`src/rtl/rx_fifo_buf_if.sv`:
```
// Receive-buffer bus: receiver load side and host read side grouped together.
interface rx_fifo_buf_if #(
  parameter int unsigned DATA_BITS = 8,
  parameter int unsigned DEPTH     = 4
);
  localparam int unsigned CNT_W = $clog2(DEPTH) + 1;

  logic                 load_buffer;
  logic [DATA_BITS-1:0] packet_data;
  logic                 stop_bit;
  logic                 data_read;
  logic [DATA_BITS-1:0] rx_data;
  logic                 data_ready;
  logic                 overrun_error;
  logic                 framing_error;
  logic [CNT_W-1:0]     count;

  // Driver side: receiver control unit plus host.
  modport master (
    output load_buffer, packet_data, stop_bit, data_read,
    input  rx_data, data_ready, overrun_error, framing_error, count
  );

  // Buffer side.
  modport slave (
    input  load_buffer, packet_data, stop_bit, data_read,
    output rx_data, data_ready, overrun_error, framing_error, count
  );
endinterface

```
`src/rtl/rx_fifo_buf.sv`:
```
// UART receive buffer: stop-bit check, small FWFT FIFO, overrun/framing flags.
module rx_fifo_buf #(
  parameter int unsigned DATA_BITS = 8,
  parameter int unsigned DEPTH     = 4
) (
  input  logic         clk,
  input  logic         n_rst,
  rx_fifo_buf_if.slave bus
);
  localparam int unsigned PTR_W = $clog2(DEPTH);
  localparam int unsigned CNT_W = PTR_W + 1;

  logic [DATA_BITS-1:0] mem_q [DEPTH];
  logic [PTR_W-1:0]     wr_ptr_q, wr_ptr_d;
  logic [PTR_W-1:0]     rd_ptr_q, rd_ptr_d;
  logic [CNT_W-1:0]     count_q, count_d;
  logic                 overrun_q, overrun_d;
  logic                 framing_q, framing_d;
  logic                 push_c, pop_c, full_c, valid_load_c;

  // Push/pop decisions and next-state for pointers, count and flags.
  always_comb begin
    wr_ptr_d     = wr_ptr_q;
    rd_ptr_d     = rd_ptr_q;
    count_d      = count_q;
    overrun_d    = overrun_q;
    framing_d    = framing_q;
    full_c       = (count_q == CNT_W'(DEPTH));
    valid_load_c = bus.load_buffer & bus.stop_bit;
    pop_c        = bus.data_read & (count_q != '0);
    push_c       = valid_load_c & (~full_c | pop_c);

    if (push_c) wr_ptr_d = wr_ptr_q + PTR_W'(1);
    if (pop_c)  rd_ptr_d = rd_ptr_q + PTR_W'(1);

    if (push_c && !pop_c)      count_d = count_q + CNT_W'(1);
    else if (pop_c && !push_c) count_d = count_q - CNT_W'(1);

    // Set has priority over the pop-driven clear.
    if (valid_load_c && full_c && !pop_c) overrun_d = 1'b1;
    else if (pop_c)                       overrun_d = 1'b0;

    // Any load updates the framing flag; stop_bit=0 sets, stop_bit=1 clears.
    if (bus.load_buffer) framing_d = ~bus.stop_bit;
  end

  // State registers.
  always_ff @(posedge clk or negedge n_rst) begin
    if (!n_rst) begin
      wr_ptr_q  <= '0;
      rd_ptr_q  <= '0;
      count_q   <= '0;
      overrun_q <= 1'b0;
      framing_q <= 1'b0;
    end else begin
      wr_ptr_q  <= wr_ptr_d;
      rd_ptr_q  <= rd_ptr_d;
      count_q   <= count_d;
      overrun_q <= overrun_d;
      framing_q <= framing_d;
    end
  end

  // Storage array; only the write-pointer entry changes on a push.
  always_ff @(posedge clk or negedge n_rst) begin
    if (!n_rst) begin
      for (int i = 0; i < int'(DEPTH); i++) mem_q[i] <= '0;
    end else if (push_c) begin
      mem_q[wr_ptr_q] <= bus.packet_data;
    end
  end

  // Outputs derive only from registered state.
  assign bus.rx_data       = (count_q != '0) ? mem_q[rd_ptr_q] : '0;
  assign bus.data_ready    = (count_q != '0);
  assign bus.overrun_error = overrun_q;
  assign bus.framing_error = framing_q;
  assign bus.count         = count_q;

endmodule

```
`src/flat_wrapper.sv`:
```
// flat-port wrapper written by rule: the top's interface ports become plain ports
module rx_fifo_buf_flat 
#(
  parameter int unsigned DATA_BITS = 8,
  parameter int unsigned DEPTH     = 4
)
  (clk, n_rst, bus_load_buffer, bus_packet_data, bus_stop_bit, bus_data_read, bus_rx_data, bus_data_ready, bus_overrun_error, bus_framing_error, bus_count);
  rx_fifo_buf_if #(.DATA_BITS(DATA_BITS), .DEPTH(DEPTH)) bus_i ();
  input  logic clk;
  input  logic n_rst;
  input wire logic [$bits(bus_i.load_buffer)-1:0] bus_load_buffer;
  input wire logic [$bits(bus_i.packet_data)-1:0] bus_packet_data;
  input wire logic [$bits(bus_i.stop_bit)-1:0] bus_stop_bit;
  input wire logic [$bits(bus_i.data_read)-1:0] bus_data_read;
  output wire logic [$bits(bus_i.rx_data)-1:0] bus_rx_data;
  output wire logic [$bits(bus_i.data_ready)-1:0] bus_data_ready;
  output wire logic [$bits(bus_i.overrun_error)-1:0] bus_overrun_error;
  output wire logic [$bits(bus_i.framing_error)-1:0] bus_framing_error;
  output wire logic [$bits(bus_i.count)-1:0] bus_count;
  assign bus_i.load_buffer = bus_load_buffer;
  assign bus_i.packet_data = bus_packet_data;
  assign bus_i.stop_bit = bus_stop_bit;
  assign bus_i.data_read = bus_data_read;
  assign bus_rx_data = bus_i.rx_data;
  assign bus_data_ready = bus_i.data_ready;
  assign bus_overrun_error = bus_i.overrun_error;
  assign bus_framing_error = bus_i.framing_error;
  assign bus_count = bus_i.count;
  rx_fifo_buf #(.DATA_BITS(DATA_BITS), .DEPTH(DEPTH)) u_core (.clk(clk), .n_rst(n_rst), .bus(bus_i));
endmodule
```
`config.mk`:
```
export PLATFORM = sky130hd
export DESIGN_NAME = rx_fifo_buf_flat
export DESIGN_NICKNAME = d
export VERILOG_FILES = /design/src/rtl/rx_fifo_buf_if.sv /design/src/rtl/rx_fifo_buf.sv /design/src/flat_wrapper.sv
export SDC_FILE = /design/constraint.sdc
export NUM_CORES = 1
export LEC_CHECK = 0
export CAP_MARGIN = 20
export CORE_MARGIN = 1
export CORE_UTILIZATION = 45
export DETAILED_ROUTE_END_ITERATION = 16
export PLACE_DENSITY = 0.66
export SLEW_MARGIN = 0
export SYNTH_ARGS = -nofsm -noshare
export SYNTH_HDL_FRONTEND = slang
export SYNTH_SLANG_ARGS = --single-unit
```
`constraint.sdc`:
```
create_clock -name clk -period 3.75 [get_ports clk]
set_input_delay 0.375 -clock clk [delete_from_list [all_inputs] [get_ports clk]]
set_output_delay 0.375 -clock clk [all_outputs]
set_load 0.01 [all_outputs]
```
==> impl_results.md, run 1 <==
- Avg Cell Area, Syn: 15.5 um^2
- CTS Buf Count: 5
- Avg WL per Cell: 17.6 um
- Worst reg-to-reg setup slack: 1380 ps
- Crit share post-route: 70.1%
- Slowest CP cell: dfrtp_1
- Status: finished, final reports clean
- Final setup TNS: 0 ps
- Post-synth top cells: dfrtp_1 (41), mux2_2 (34), and2_1 (8), mux4_2 (8), ha_1 (5)
- Top cell type's share of synthesized area: 53.0%
- DPL Wire Length: 2520 um
- Clk_lat worst skew: 290 ps
- Final Skew: 5.24 ps
- FFs w/ async S/R, synth: 100%
- Fmax: 380 MHz
- Worst Path Max Fanout: 10
- Pre-antenna DRT Iters: 4
- Worst r2r src: u_core.bus.count[0]$_DFFE_PN0P_
- R2r worst-path depth: 8
- Share of cells above drive strength 1: 36.1%
- Synth area leaders: dfrtp_1 (53%), mux2_2 (20%), mux4_2 (9.3%)
- DR vias/cell: 5.38
- Root Buffer: clkbuf_8
- All-Layer GR Usage: 19.4%
- Placement Setup Slack: 1050 ps
- Cts hold-fix bufs: 0
- FF-to-FF End: u_core.bus.count[2]$_DFFE_PN0P_
- Fin area: 2330 um^2
- Critical-path cell list: mux4_2 > and2_1 > clkdlybuf4s50_1
- Drt total wl: 3620 um
- Register area share after synthesis: 53.0%
- Min Tclk post-route: 2630 ps
- Setup violators final: 0
- Post-cts sizing count: 0
- Critical Path RT: 3380 ps
- Routed via count: 1102
- Final worst slack: 1120 ps
- Netlist cell types: 21
- Min-Delay Path Class: in -> async
- Slew Viols, Final: 0
- Post-synth EDFFs: 0
- Grt ovf: 0
- Die Span Y: 67.6 um
- Cell Pwr Density: 872 nW/um^2
- Ys Warns: 0
- Post-synth top area cell: dfrtp_1
- Total power draw: 2.03 mW
- Htree depth: 2
- Layout Cells excl Fill: 205
- Num rows: 23
- CTS Buffer Depth: 2
- Most frequent cell after synthesis: dfrtp_1
- P&R area growth vs syn: 20.4%
- Crit path DAT: 2260 ps
- Crit-path max cell delay: 740 ps
- Vias in the first global route: 1252
- Final Hold Fails: 0
- CTS tree: built
- Worst Setup End Kind: output port
- Clock slew at reported path FFs: 80 ps
- Global-route wire length before repair: 6180 um
- VDD IR max: 0.372 mV
- Placed Area: 2240 um^2
- Tightest Pin Transition: 888 ps
- Syn Nets: 144
- Synthesized flop and latch total: 41
- Initial DRC Count: 69
- P_leak: 0.962 nW
- Post-layout nets: 174
- Max Cap Viol: 0
- Fill cells: 318
- Startpoint types: flip-flop
- Ys flop type: dfrtp_1
- Num Clock Sinks: 41
- # diodes: 0
- CORE AREA: 4060 um^2
- Slew HR: 40.6%
- Ports: 27
- Post-CTS setup buffers: 0
- Antenna viol nets, final: 0
- Syn Inst Count: 125
- Initial antenna violation count: 0
- Dpl cells: 198
- DRC Markers: 0
- RSZ-0062 raised after global routing: no
- Mapped Area: 1940 um^2
- RePlAce Congestion: 0.752
- Die area: 4570 um^2
- Port buffer count: 26
- Pin count of the biggest net entering global routing: 42
- Kind of critical path: reg -> out
- Initial Util: 47.7%
- Die width: 67.6 um
## critical path, delay by kind of cell, from the launching register on
kind | cells | cell delay, ps
flops | 1 | 740
simple gates | 1 | 180
buf+inv | 1 | 480
mux | 1 | 570
## stage by stage
stage               util (%)  hold slack [ps]
global route            57.5              281
CTS                     57.5              256
global placement        55.3              484
floorplan                  -             79.4
detailed placement      55.3              491
finish                  57.5              209
## routing by layer
layer	GRT usage [%]	share of wire (%)	wire [um]	vias to the layer above
li1	-	-	-	506
met1	24.3	44	1600	573
met2	32.3	52	1870	19
met3	5.07	3.1	112	4
met4	6.38	0.94	34	0
met5	0	0	0	-
## cell type report
| type | count | area, um^2 | share of cell area (%) |
|---|---|---|---|
| sequential | 41 | 1030 | 44.0 |
| multi-input combinational | 77 | 883 | 37.9 |
| timing repair buffer | 26 | 255 | 10.9 |
| clock buffer | 6 | 82.6 | 3.54 |
| tap | 50 | 62.6 | 2.68 |
| inverter | 4 | 15.0 | 0.644 |
| clock inverter | 1 | 7.51 | 0.322 |
## worst max path at each step
| stage | from | to | slack (ps) | depth (start not counted) |
|---|---|---|---|---|
| final | u_core.rd_ptr_q[0]$_DFFE_PN0P_ | bus_rx_data[3] | 1120 | 3 |
| after global routing | u_core.rd_ptr_q[0]$_DFFE_PN0P_ | bus_rx_data[3] | 950 | 3 |
| after CTS | u_core.rd_ptr_q[0]$_DFFE_PN0P_ | bus_rx_data[1] | 1080 | 3 |
| after detailed placement | bus_data_read | u_core.bus.count[1]$_DFFE_PN0P_ | 1050 | 7 |
| after global placement | bus_data_read | u_core.bus.count[1]$_DFFE_PN0P_ | 1140 | 7 |
| after floorplan | u_core.bus.count[0]$_DFFE_PN0P_ | u_core.bus.count[1]$_DFFE_PN0P_ | 1660 | 6 |
## cell usage in the layout, fill, tap and decap left out, drive strengths merged
cell type,Yosys,layout
a21boi,1,1
and2,8,8
buf,1,1
clkbuf,2,6
clkdlybuf4s50,0,25
clkinvlp,0,1
dfrtp,41,41
fa,1,1
ha,5,5
inv,4,4
mux2,34,34
mux2i,1,1
mux4,8,8
nand2,2,2
nand3,1,1
nor2,2,2
nor3b,4,4
nor4b,1,1
o21bai,1,1
or3,1,1
or4b,1,1
xnor2,4,4
xor2,2,2
## logic make-up (layout without fill, tap and decap cells)
group | count (synthesis) | count (layout) | synth area share (%)
XOR/XNOR | 6 | 6 | 2.71
adder cells (fa/ha/maj) | 6 | 6 | 4.26
AND/OR/NAND/NOR | 20 | 20 | 8.27
buffers and inverters | 7 | 37 | 1.42
multiplexers | 43 | 43 | 29.6
flip-flops | 41 | 41 | 53.0
AO/OA/AOI/OAI | 2 | 2 | 0.775
## power by group
part	switching (mW)	internal [mW]	total [mW]	leakage [nW]
clock network	0.145	0.145	0.291	0.0433
logic	0.301	0.604	0.905	0.427
registers	0.180	0.659	0.838	0.492
## registers in the layout (all words and copies together) (netlist names)
register,cells
u_core.bus.overrun_error,1
u_core.mem_q,32
u_core.wr_ptr_q,2
u_core.rd_ptr_q,2
u_core.bus.count,3
u_core.bus.framing_error,1
(Power assumes the default switching activity.)
==> run 2: changes to the inputs <==
--- a/config.mk
+++ b/config.mk
@@ -9,7 +9,7 @@
 export CORE_MARGIN = 1
 export CORE_UTILIZATION = 45
 export DETAILED_ROUTE_END_ITERATION = 16
-export PLACE_DENSITY = 0.66
+export PLACE_DENSITY = 0.68
 export SLEW_MARGIN = 0
 export SYNTH_ARGS = -nofsm -noshare
 export SYNTH_HDL_FRONTEND = slang
==> constraint.sdc (replaced) <==
create_clock -name clk -period 2.2 [get_ports clk]
set_input_delay 0.22 -clock clk [delete_from_list [all_inputs] [get_ports clk]]
set_output_delay 0.22 -clock clk [all_outputs]
set_load 0.01 [all_outputs]
==> impl_results.md, run 2 (synthesized netlist as in run 1, its figures left out) <==
- RSZ-0062 raised after global routing: no (unchanged)
- Antenna viol nets, final: 0 (unchanged)
- DR vias/cell: 5.25 (was 5.38)
- Startpoint types: flip-flop (unchanged)
- Placement Setup Slack: 30.6 ps (was 1050 ps)
- Die width: 67.6 um (unchanged)
- Global-route wire length before repair: 6000 um (was 6180 um)
- DPL Wire Length: 2510 um (was 2520 um)
- Final worst slack: 88.4 ps (was 1120 ps)
- Clk_lat worst skew: 300 ps (was 290 ps)
- VDD IR max: 0.723 mV (was 0.372 mV)
- Root Buffer: clkbuf_8 (unchanged)
- Clk network pwr share: 17.2% (was 14.3%)
- CTS tree: built (unchanged)
- Ports: 27 (unchanged)
- P_leak: 1.12 nW (was 0.962 nW)
- DRC Markers: 0 (unchanged)
- Share of cells above drive strength 1: 42.1% (was 36.1%)
- Most frequent cells in the layout: dfrtp_1 (41), mux2_2 (34), clkdlybuf4s50_1 (17) (was dfrtp_1 (41), mux2_2 (34), clkdlybuf4s50_1 (25))
- Num Clock Sinks: 41 (unchanged)
- Initial DRC Count: 96 (was 69)
- Worst Path Max Fanout: 8 (was 10)
- Clock slew at reported path FFs: 80 ps (about the same)
- Kind of critical path: reg -> out (unchanged)
- Routed via count: 1160 (was 1102)
- Final setup TNS: 0 ps (unchanged)
- Crit path DAT: 1890 ps (was 2260 ps)
- Cell Pwr Density: 1480 nW/um^2 (was 872 nW/um^2)
- Largest register by flop count: u_core.mem_q (unchanged)
- Min Tclk post-route: 2110 ps
- Die area: 4570 um^2 (unchanged)
- Internal power: 2.58 mW (was 1.41 mW)
- Tightest Pin Transition: 886 ps (was 888 ps)
- Drt total wl: 3630 um (was 3620 um)
- CORE AREA: 4060 um^2 (unchanged)
- Commonest non-fill, non-tap cell in the layout: dfrtp_1 (unchanged)
- P&R area growth vs syn: 28.9% (was 20.4%)
- Psw: 1.10 mW (was 0.626 mW)
- RePlAce Congestion: 0.711 (was 0.752)
- Post-layout nets: 189 (was 174)
- Setup violators final: 0 (unchanged)
- Avg WL per Cell: 16.4 um (was 17.6 um)
- Slew Viols, Final: 0 (unchanged)
- Part of the power in registers: 36.5% (was 41.2%)
- Port buffer count: 26 (unchanged)
- Min-Delay Path Class: in -> async (unchanged)
- Multi-input gate area: 883 um^2 (unchanged)
- Pin count of the biggest net entering global routing: 42 (unchanged)
- All-Layer GR Usage: 18.7% (was 19.4%)
- Grt ovf: 0 (unchanged)
- CTS Buffer Depth: 2 (unchanged)
- Htree depth: 2 (unchanged)
- Final Hold Fails: 0 (unchanged)
- Pre-antenna DRT Iters: 4 (unchanged)
- Max Cap Viol: 0 (unchanged)
- Crit share post-route: 96.0%
- Status: finished, final reports clean (unchanged)
- Sw Ratio: 29.9% (was 30.8%)
- Slew HR: 41.0% (was 40.6%)
- Vias in the first global route: 1265 (was 1252)
- # diodes: 0 (unchanged)
- Initial Util: 47.7% (unchanged)
- Max reg flops: 32 (unchanged)
- Sequential cell area: 1030 um^2 (unchanged)
- Final Skew: 10.2 ps (was 5.24 ps)
- Initial antenna violation count: 0 (unchanged)
- Die Span Y: 67.6 um (unchanged)
- Logic pwr share: 46.3% (was 44.5%)
- Worst Setup End Kind: output port (unchanged)
- CTS Buf Count: 5 (unchanged)
- Fill cells: 327 (was 318)
- Critical Path RT: 1980 ps (was 3380 ps)
- Num rows: 23 (unchanged)
- Fmax: 474 MHz
-- run 2: changes by cell type in the layout (fill, tap and decap cells not counted), sizes merged --
cell | before | now
clkdlybuf4s50 | 25 | 17
dlygate4sd2 | 0 | 3
buf | 1 | 16
dlymetal6s2s | 0 | 5
bufinv | 0 | 1
-- run 2: layer usage --
metal  track usage, %  vias to the layer above  wire length [um]
met2             30.6                       21              1850
li1                 -                      534                 -
met4             6.65                        0                42
met5                0                        -                 0
met1             23.4                      599              1600
met3             5.24                        6               136
-- run 2: repair_timing --
action / CTS / global route
cloned: 0 / 0
buffers inserted: 2 / 0
pin swaps: 0 / 0
hold endpoints to repair: 0 / 0
hold buffers: 0 / 0
setup endpoints to repair: 4 / 5
gates resized for setup: 3 / 5
-- run 2: final timing paths --
path,from,endpoint,slack (ps),cells after the start
worst max register to register,u_core.bus.count[2]$_DFFE_PN0P_,u_core.bus.count[2]$_DFFE_PN0P_,190,8
min in group clk,u_core.mem_q[7]$_DFFE_PN0P_,u_core.mem_q[7]$_DFFE_PN0P_,500,1
worst max-delay path,u_core.rd_ptr_q[0]$_DFFE_PN0P_,bus_rx_data[4],90,5
worst min-delay path,n_rst,u_core.mem_q[30]$_DFFE_PN0P_,40,1
worst min register to register,u_core.mem_q[7]$_DFFE_PN0P_,u_core.mem_q[7]$_DFFE_PN0P_,500,1
max in group asynchronous,n_rst,u_core.bus.count[0]$_DFFE_PN0P_,1600,1
-- run 2: area by class of cell --
type / instances / area share (%)
inverters: 4 / 0.602
multi-input cells: 77 / 35.4
clock buffers: 6 / 3.31
flip-flops and latches: 41 / 41.1
clock inverters: 2 / 1.50
well taps: 50 / 2.51
repair buffers: 41 / 15.6
-- run 2: critical path, cell delays in order, from the launching register on --
cell	delay (ps)
dfrtp_1	380
buf_12	150
buf_4	130
mux4_2	480
and2_1	180
dlygate4sd2_1	280
-- run 2: stage by stage --
step	instance area (um^2)	utilization [%]	power, mW	cells	hold WS, ps
after floorplan	1940	-	2.37	125	-75.6
after global placement	2350	58.0	3.04	211	378
after detailed placement	2350	58.0	3.13	211	399
after CTS	2480	61.2	3.76	221	70.7
after global routing	2500	61.5	3.92	221	120
final	2500	61.5	3.69	221	36.5
-- run 2: power by group through the flow --
stage | clock network (mW) | registers (mW) | logic, mW
floorplan | 0 | 1.31 | 1.06
global placement | 0 | 1.33 | 1.72
detailed placement | 0 | 1.36 | 1.77
CTS | 0.652 | 1.35 | 1.77
global route | 0.683 | 1.39 | 1.85
finish | 0.633 | 1.35 | 1.71
